## src/rtl/lsu_pkg.sv

```systemverilog
// Shared definitions for the load/store memory access unit: op encodings,
// FSM states and per-op beat counts.
package lsu_pkg;

  localparam logic [2:0] OP_LW  = 3'b000;
  localparam logic [2:0] OP_LB  = 3'b001;
  localparam logic [2:0] OP_LBU = 3'b010;
  localparam logic [2:0] OP_SW  = 3'b100;
  localparam logic [2:0] OP_SB  = 3'b101;

  // Index of the final beat; the beat counter runs 0..LAST.
  localparam logic [1:0] WORD_LAST_BEAT = 2'd3;
  localparam logic [1:0] BYTE_LAST_BEAT = 2'd0;

  typedef enum logic [1:0] {
    S_IDLE,
    S_ACCESS,
    S_RESP
  } state_e;

  function automatic logic is_word_op(input logic [2:0] op);
    return (op == OP_LW) || (op == OP_SW);
  endfunction

  function automatic logic is_store_op(input logic [2:0] op);
    return (op == OP_SW) || (op == OP_SB);
  endfunction

  function automatic logic is_valid_op(input logic [2:0] op);
    return (op == OP_LW) || (op == OP_LB) || (op == OP_LBU) ||
           (op == OP_SW) || (op == OP_SB);
  endfunction

  function automatic logic [1:0] last_beat(input logic [2:0] op);
    return is_word_op(op) ? WORD_LAST_BEAT : BYTE_LAST_BEAT;
  endfunction

endpackage

```

## src/rtl/mem_access_unit.sv

```systemverilog
// Load/store unit bridging the EX/MEM request to a byte-wide memory.
// Words move as four big-endian byte beats, bytes as a single beat.
// Optional build macro LSU_MISALIGN_TRAP_EN: misaligned word ops are flagged
// with resp_err and skip the memory; otherwise their low address bits are
// forced to 00 and resp_err stays 0.
module mem_access_unit
  import lsu_pkg::*;
#(
  parameter int ADDR_W = 10
) (
  input  logic              clk,
  input  logic              reset,
  input  logic              req_valid,
  output logic              req_ready,
  input  logic [2:0]        req_op,
  input  logic [ADDR_W-1:0] req_addr,
  input  logic [31:0]       req_wdata,
  output logic              resp_valid,
  output logic [31:0]       resp_rdata,
  output logic              resp_err,
  output logic              stall,
  output logic              Enable,
  output logic              ReadWrite,
  output logic [ADDR_W-1:0] Address,
  output logic [7:0]        DataIn,
  input  logic [7:0]        DataOut
);

  state_e            state, state_nxt;
  logic [2:0]        op_q;
  logic [ADDR_W-1:0] addr_q;
  logic [31:0]       wdata_q;
  logic [1:0]        beat_q;
  logic [31:0]       data_q;

  logic              accept;
  logic              misaligned_trap;
  logic              skip_access;
  logic [ADDR_W-1:0] req_addr_eff;

  assign accept      = req_valid && (state == S_IDLE);
  assign skip_access = !is_valid_op(req_op) || misaligned_trap;

`ifdef LSU_MISALIGN_TRAP_EN
  logic err_q;
  assign misaligned_trap = is_word_op(req_op) && (req_addr[1:0] != 2'b00);
  assign req_addr_eff    = req_addr;
  assign resp_err        = (state == S_RESP) && err_q;
`else
  assign misaligned_trap = 1'b0;
  assign req_addr_eff    = is_word_op(req_op) ? {req_addr[ADDR_W-1:2], 2'b00} : req_addr;
  assign resp_err        = 1'b0;
`endif

  // State register; async reset aborts any access in flight.
  always_ff @(posedge clk or posedge reset) begin
    if (reset) begin
      state <= S_IDLE;
    end else begin
      state <= state_nxt;
    end
  end

  // Request latch, beat counter and read-data shift register.
  always_ff @(posedge clk or posedge reset) begin
    if (reset) begin
      op_q    <= '0;
      addr_q  <= '0;
      wdata_q <= '0;
      beat_q  <= '0;
      data_q  <= '0;
`ifdef LSU_MISALIGN_TRAP_EN
      err_q   <= 1'b0;
`endif
    end else if (accept) begin
      op_q    <= req_op;
      addr_q  <= req_addr_eff;
      wdata_q <= req_wdata;
      beat_q  <= '0;
      data_q  <= '0;
`ifdef LSU_MISALIGN_TRAP_EN
      err_q   <= misaligned_trap;
`endif
    end else if (state == S_ACCESS) begin
      beat_q <= beat_q + 2'd1;
      // Shifting in from the bottom leaves beat 0 in the MSBs after four beats.
      if (!is_store_op(op_q)) begin
        data_q <= {data_q[23:0], DataOut};
      end
    end
  end

  // Next-state and all combinational outputs.
  always_comb begin
    state_nxt  = state;
    req_ready  = (state == S_IDLE);
    stall      = (state != S_IDLE) || req_valid;
    resp_valid = 1'b0;
    resp_rdata = '0;
    Enable     = 1'b0;
    ReadWrite  = 1'b1;
    Address    = '0;
    DataIn     = '0;

    case (state)
      S_IDLE: begin
        if (req_valid) begin
          state_nxt = skip_access ? S_RESP : S_ACCESS;
        end
      end
      S_ACCESS: begin
        Enable    = 1'b1;
        ReadWrite = !is_store_op(op_q);
        Address   = addr_q + {{(ADDR_W-2){1'b0}}, beat_q};
        if (is_store_op(op_q)) begin
          if (is_word_op(op_q)) begin
            case (beat_q)
              2'd0:    DataIn = wdata_q[31:24];
              2'd1:    DataIn = wdata_q[23:16];
              2'd2:    DataIn = wdata_q[15:8];
              default: DataIn = wdata_q[7:0];
            endcase
          end else begin
            DataIn = wdata_q[7:0];
          end
        end
        if (beat_q == last_beat(op_q)) begin
          state_nxt = S_RESP;
        end
      end
      S_RESP: begin
        resp_valid = 1'b1;
        case (op_q)
          OP_LW:   resp_rdata = data_q;
          OP_LB:   resp_rdata = {{24{data_q[7]}}, data_q[7:0]};
          OP_LBU:  resp_rdata = {24'h0, data_q[7:0]};
          default: resp_rdata = '0;
        endcase
        state_nxt = S_IDLE;
      end
      default: state_nxt = S_IDLE;
    endcase
  end

endmodule

```

## config.mk

```make
export PLATFORM = sky130hd
export DESIGN_NAME = mem_access_unit
export DESIGN_NICKNAME = d
export VERILOG_FILES = /design/src/rtl/lsu_pkg.sv /design/src/rtl/mem_access_unit.sv
export SDC_FILE = /design/constraint.sdc
export NUM_CORES = 1
export LEC_CHECK = 0
export CORE_UTILIZATION = 45
export CTS_BUF_LIST = sky130_fd_sc_hd__clkbuf_2 sky130_fd_sc_hd__clkbuf_4 sky130_fd_sc_hd__clkbuf_8
export CTS_CLUSTER_SIZE = 8
export DETAILED_ROUTE_END_ITERATION = 12
export PLACE_DENSITY_LB_ADDON = 0.3
export SYNTH_ARGS = -nofsm -noshare
export SYNTH_HDL_FRONTEND = slang
export SYNTH_SLANG_ARGS = --single-unit
```

## constraint.sdc

```tcl
create_clock -name clk -period 2.7 [get_ports clk]
set_input_delay 0.54 -clock clk [delete_from_list [all_inputs] [get_ports clk]]
set_output_delay 0.54 -clock clk [all_outputs]
set_load 0.005 [all_outputs]
```

==> out/qor.yml <==
power_and_ir_drop:
  intPower_uw: 3410
  p_clk_share_pct: 18.8
  combPwrFrac_pct: 43.0
  leakage_uw: 0.00253
  swShare_pct: 39.2
  pwr-share-seq_pct: 38.2
  p_per_area_nw_per_um2: 1010
  power_switching_uw: 2200
  peakVddDrop_mv: 0.453
  power.total_uw: 5620
synthesis:
  yosysTopAreaCellShare_pct: 51.2
  synth_edf_count: 0
  syn_inst: 447
  synth.net_count: 510
  synth_warnings: 0
  async_flop_share_pct: 100
  seq_area_frac_synth_pct: 51.2
  yosys-top-cells-area: "dfrtp_1 (51%), nand2_1 (17%), a22o_1 (5.1%)"
  avgSynthCellArea_sq_um: 8.86
  synth_top_area_cell: "dfrtp_1"
  syn-cell-area_sq_um: 3960
  ys.flop_type: "dfrtp_1"
  synth_cell_types: 43
  synth-seq-cells: 81
layout:
  diodes: 0
  nNetsFinal: 624
  final_core_util_pct: 66.5
  fill_cells: 675
  design_area_sq_um: 5570
  drive_gt1_share_pct: 12.5
  area_growth_syn_to_layout_pct: 40.6
clock_tree:
  cts_tree: "built"
  htree_levels: 3
  cts_sinks: 81
  cts-root-buf: "clkbuf_8"
  cts-buffers-inserted: 9
  insertion_delay_ps: 350
  clkSlewWorstSetupHoldPaths_ps: 80
  cts_buffer_depth: 2
global_routing:
  antenna_found_initial: 0
  grt-ovfl-total: 0
  globalRouteTotalUtil_pct: 23.1
  grt_pass1_wl_microns: 16200
  grt_pass1_vias: 3348
  grt_max_degree: 48
floorplan:
  die_w_microns: 95.8
  die_h_microns: 95.8
  dieArea_sq_um: 9190
  core_area_sq_um: 8380
  rows: 33
  io_pins: 112
  start_util_pct: 47.3
routing:
  drtIter0Drc: 220
  drc: 0
  wire_per_inst_microns: 14.8
  wl_microns: 9920
  via_per_inst: 5.39
  ant_nets: 0
  num_vias: 3618
  drt-pass1-iter-count: 5
sta:
  slew_viol_final: 0
  finClkSkew_ps: 6.08
  whs_ps: 482
  setup_slack_ps: 40.9
  period_needed_ps: 2660
  hold_viol_final: 0
  slew_headroom_pct: 63.6
  finalSetupViolations: 0
  fmax_ghz: 0.376
  timing.final.crit_share_pct: 98.5
  worstMarginPinSlew_ps: 546
setup_path:
  cp_max_fo: 8
  cp.required_ps: 2160
  worstSetupPathType: "reg -> out"
  worst_setup_path_end_kind: "output pin"
  start_kind: "register"
  critPathArrivalTime_ps: 2120
placed_design:
  dp_hpwl_microns: 6770
  io_buffers: 110
  place_area_sq_um: 5140
  gp_congestion: 0.847
  dp_slack_ps: 117
outcome:
  status: "finished, final reports clean"
min_path:
  hp-class: "reg -> reg"
run:
  drv_cap: 0
[final timing paths]
| kind | start | endpoint | slack, ps | depth (start not counted) |
|---|---|---|---|---|
| min in group asynchronous | reset | data_q[2] | 540 | 2 |
| setup / recovery | beat_q[0] | DataIn[6] | 40 | 6 |
| max in group asynchronous | reset | data_q[30] | 1530 | 3 |
| setup reg to reg | state[1] | data_q[9] | 920 | 5 |
| hold / removal | wdata_q[4] | wdata_q[4] | 480 | 2 |
| hold reg to reg | wdata_q[4] | wdata_q[4] | 480 | 2 |
[per-stage QoR]
step	setup TNS (ps)	cells
5_1_grt	-90.4	671
3_5_place_dp	0	645
2_1_floorplan	0	447
3_3_place_gp	0	645
6_report	0	671
4_1_cts	0	661
[cell type report]
| cell class | count | area (sq um) | share of cell area, % |
|---|---|---|---|
| multi-input combinational | 331 | 1860 | 33.4 |
| clock buffer | 9 | 124 | 2.22 |
| inverter | 6 | 23.8 | 0.427 |
| sequential | 81 | 2030 | 36.4 |
| clock inverter | 7 | 118 | 2.11 |
| tap | 105 | 131 | 2.36 |
| timing repair buffer | 132 | 1280 | 23.1 |
[placed cells by master, fill, tap and decap left out, drive strengths merged, types with 5 or more instances in the layout]
cell           count
a211oi             8
a21oi             37
a222oi             8
a22o              23
and2              11
buf               22
clkbuf            10
clkdlybuf4s50     95
dfrtp             81
dlygate4sd2       11
ha                 6
inv                6
nand2            177
nand3              5
nor2              18
o21ai             10
xnor2              5
[flip-flops by register name, summed over array words and instances, names as in the netlist]
register and cells:
state 2, wdata_q 32, op_q 3, beat_q 2
addr_q 10, data_q 32
[synth_stat cells (2+ instances only)]
library cell	count
buf_1	4
inv_1	5
buf_2	13
nand2_1	177
xnor2_1	5
nor2_4	2
and2_1	10
dfrtp_1	81
o21ai_0	9
nor3_4	2
buf_4	10
a222oi_1	8
a21oi_1	37
nand3_1	5
nor2_1	15
a22o_1	23
ha_1	6
or3_1	3
a211oi_1	8
[critical path: stages, from the launching register on]
cell and delay (ps):
dfrtp_1 410, buf_6 150, inv_1 100, ha_4 210, a222oi_1 460, a211oi_2 150
dlygate4sd2_1 290
[metal layers]
metal  global-route usage [%]  wire length [microns]
met2                     36.5                   4740
met3                     4.42                    497
met4                     7.09                    144
met5                        0                      0
met1                     32.3                   4530
[repair_timing]
action | in CTS | in global routing
endpoints found under the setup margin | 19 | 38
pin swaps | 3 | 9
hold buffers | 0 | 0
gates resized for setup | 27 | 17
gates cloned | 0 | 0
buffers inserted | 0 | 10
[power groups by stage]
stage	combinational, uW	clock, uW	sequential (uW)
2_1_floorplan	1530	0	2010
3_3_place_gp	2090	0	2120
3_5_place_dp	2160	0	2140
4_1_cts	2210	1070	2140
5_1_grt	2680	1130	2200
6_report	2410	1060	2150
[logic make-up (layout without fill, tap and decap cells)]
family                   Yosys count  in the layout  share of synthesized area (%)
AND/OR/NAND/NOR                  227            227                           24.7
AO/OA/AOI/OAI                     89             89                           15.2
flip-flops                        81             81                           51.2
buffers and inverters             35            154                           4.86
adder cells (fa/ha/maj)            7              7                           2.40
XOR/XNOR                           6              6                           1.33
other                              1              1                         0.0946
multiplexers                       1              1                          0.253
No activity file was read; power rests on OpenSTA's default activity.
==> patch (config.mk and constraints unchanged) <==
The parameter `ADDR_W` goes from 10 to 9.
--- a/src/rtl/mem_access_unit.sv
+++ b/src/rtl/mem_access_unit.sv
@@ -6,7 +6,7 @@
 module mem_access_unit
   import lsu_pkg::*;
 #(
-  parameter int ADDR_W = 10
+  parameter int ADDR_W = 9
 ) (
   input  logic              clk,
   input  logic              reset,
Ports: changed (resized Address and req_addr); port bits go from 112 to 110. The function was not compared with the original's and may differ.
==> patch against the unedited design <==
- wire length increased by 1.3%
- setup slack got worse by 0.0020 ns
- design area down 2.1%
- sequential share of layout area rose by 0.34 points
- largest power group unchanged
- global-route usage grew 0.87 points
- sequential cell count fell by 1
- worst hold slack gained 0.011 ns
- sequential power is 4% lower
- total power down 4.7%
- die area decreased by 3.4%
- first-iteration DRC count down 14%
- area after synthesis is 3.5% lower
==> patch: results (changes against the unedited design) <==
- Buffers added on ports: 108 (was 110)
- First-pass GRT wire length: 16.28 mm (was 16.18 mm)
- Syn Nets: 502 (was 510)
- Fraction of layout cells with a size suffix above 1: 11.96% (was 12.54%)
- Dpl ws: 0.1533 ns (was 0.1170 ns)
- Reg2reg start: op_q[1]$_DFFE_PP0P_ (was state[1]$_DFFE_PP0P_)
- Post-DP Area: 5039 sq um (was 5141 sq um)
- Worst R2R Path Depth: 3 (was 5)
- Critical Path End: DataIn[0] (was DataIn[6])
- Dominant cells by area after synthesis: dfrtp_1 52%, nand2_1 17%, a22o_1 5.5% (was dfrtp_1 51%, nand2_1 17%, a22o_1 5.1%)
- Top cells by count, synth: 176 x nand2_1, 80 x dfrtp_1, 36 x a21oi_1 (was 177 x nand2_1, 81 x dfrtp_1, 37 x a21oi_1)
- 1st-iter DRT viols: 189 (was 220)
- Drt total wl: 10.05 mm (was 9.916 mm)
- Worst reg2reg endpoint: data_q[8]$_DFFE_PP0P_ (was data_q[9]$_DFFE_PP0P_)
- Synth unique cells: 33 (was 43)
- Mapped Avg Cell Area: 8.690 sq um (was 8.865 sq um)
- Post-synthesis xor/xnor area fraction: 1.145% (was 1.326%)
- Post-synth top area share: 52.36% (was 51.15%)
- Compound-Gate Fraction of Synth Area: 16.00% (was 15.19%)
- Largest net degree at the start of global routing: 49 (was 48)
- # placed instances: 636 (was 645)
- Max incr delay on CP: 0.41 ns (was 0.46 ns)
- Fmax: 375.8 MHz (was 376.1 MHz)
- R2R setup slack: 0.94 ns (was 0.92 ns)
- Layout fillers: 670 (was 675)
- Multiplexer area fraction after synthesis: 0.2618% (was 0.2526%)
- Adder-cell share of the synthesized area: 2.487% (was 2.400%)
- Total GRT Usage: 23.96% (was 23.09%)
- Post-route clock skew: 0.009595 ns (was 0.006084 ns)
- CP delay by family, top: buffers and inverters (was compound AO/OA/AOI/OAI gates)
- Worst-margin pin slew: 0.7841 ns (was 0.5455 ns)
- Peak VDD IR: 0.4874 mV (was 0.4533 mV)
- Leak pwr: 2.537 nW (was 2.532 nW)
- DP Wirelength: 6.721 mm (was 6.765 mm)
- Top flop regs: data_q: 32 flops, wdata_q: 32 flops, addr_q: 9 flops (was data_q: 32 flops, wdata_q: 32 flops, addr_q: 10 flops)
- RePlAce Congestion: 0.8499 (was 0.8474)
- Vias/cell: 5.293 (was 5.392)
- DR WL/cell: 15.11 microns (was 14.78 microns)
- Outcome: complete, no violations (unchanged)
[patch: how the worst min path moves through the flow]
stage,slack (ns),cells past startpoint,from,endpoint
global placement,0.46,2,wdata_q[5]$_DFFE_PP0P_,wdata_q[5]$_DFFE_PP0P_
finish,0.49,2,wdata_q[19]$_DFFE_PP0P_,wdata_q[19]$_DFFE_PP0P_
CTS,0.49,2,wdata_q[18]$_DFFE_PP0P_,wdata_q[18]$_DFFE_PP0P_
detailed placement,0.47,2,wdata_q[18]$_DFFE_PP0P_,wdata_q[18]$_DFFE_PP0P_
global route,0.52,2,wdata_q[23]$_DFFE_PP0P_,wdata_q[23]$_DFFE_PP0P_
floorplan,0.44,2,wdata_q[12]$_DFFE_PP0P_,wdata_q[12]$_DFFE_PP0P_
[patch: layout make-up]
type | instances | area, sq um | share of cell area (%)
Sequential cell | 80 | 2006 | 36.77
Multi-Input combinational cell | 325 | 1777 | 32.58
Timing Repair Buffer | 134 | 1295 | 23.74
Clock buffer | 11 | 145.1 | 2.661
Tap cell | 105 | 131.4 | 2.409
Clock inverter | 5 | 80.08 | 1.468
Inverter | 5 | 20.02 | 0.3671
[patch: repair_timing]
item | 4_1_cts | 5_1_grt
pin swaps | 3 | 6
setup endpoints to repair | 38 | 30
gates cloned | 0 | 1
gates resized for setup | 25 | 18
setup buffers | 6 | 6
[patch: logic make-up (layout without fill, tap and decap cells)]
| group | Yosys count | after routing |
|---|---|---|
| AO/OA/AOI/OAI | 89 | 89 |
| flip-flops | 80 | 80 |
| adder cells (fa/ha/maj) | 7 | 7 |
| AND/OR/NAND/NOR | 222 | 222 |
| multiplexers | 1 | 1 |
| other | 1 | 1 |
| XOR/XNOR | 5 | 5 |
| buffers and inverters | 35 | 155 |
[patch: power by group through the flow]
stage	Sequential [mW]	Combinational [mW]	Clock, mW
floorplan	1.95	1.34	0
global placement	2.04	1.97	0
detailed placement	2.06	2.04	0
CTS	2.04	2.15	1.01
global route	2.13	2.55	1.06
finish	2.07	2.29	0.985
[patch: layer usage]
| metal | vias up | part of all wire [%] | track usage (%) |
|---|---|---|---|
| met5 | - | 0 | 0 |
| met1 | 1694 | 44 | 31.60 |
| met2 | 108 | 49 | 39.19 |
| met3 | 17 | 4.6 | 3.964 |
| li1 | 1701 | - | - |
| met4 | 0 | 1.8 | 9.615 |
[patch: worst register-to-register path, delay by kind of cell (launching register included)]
family,cells,cell delay (ns)
AOI/OAI and AO/OA,2,0.94
DFF,1,0.49
and+or+nand+nor,1,0.27
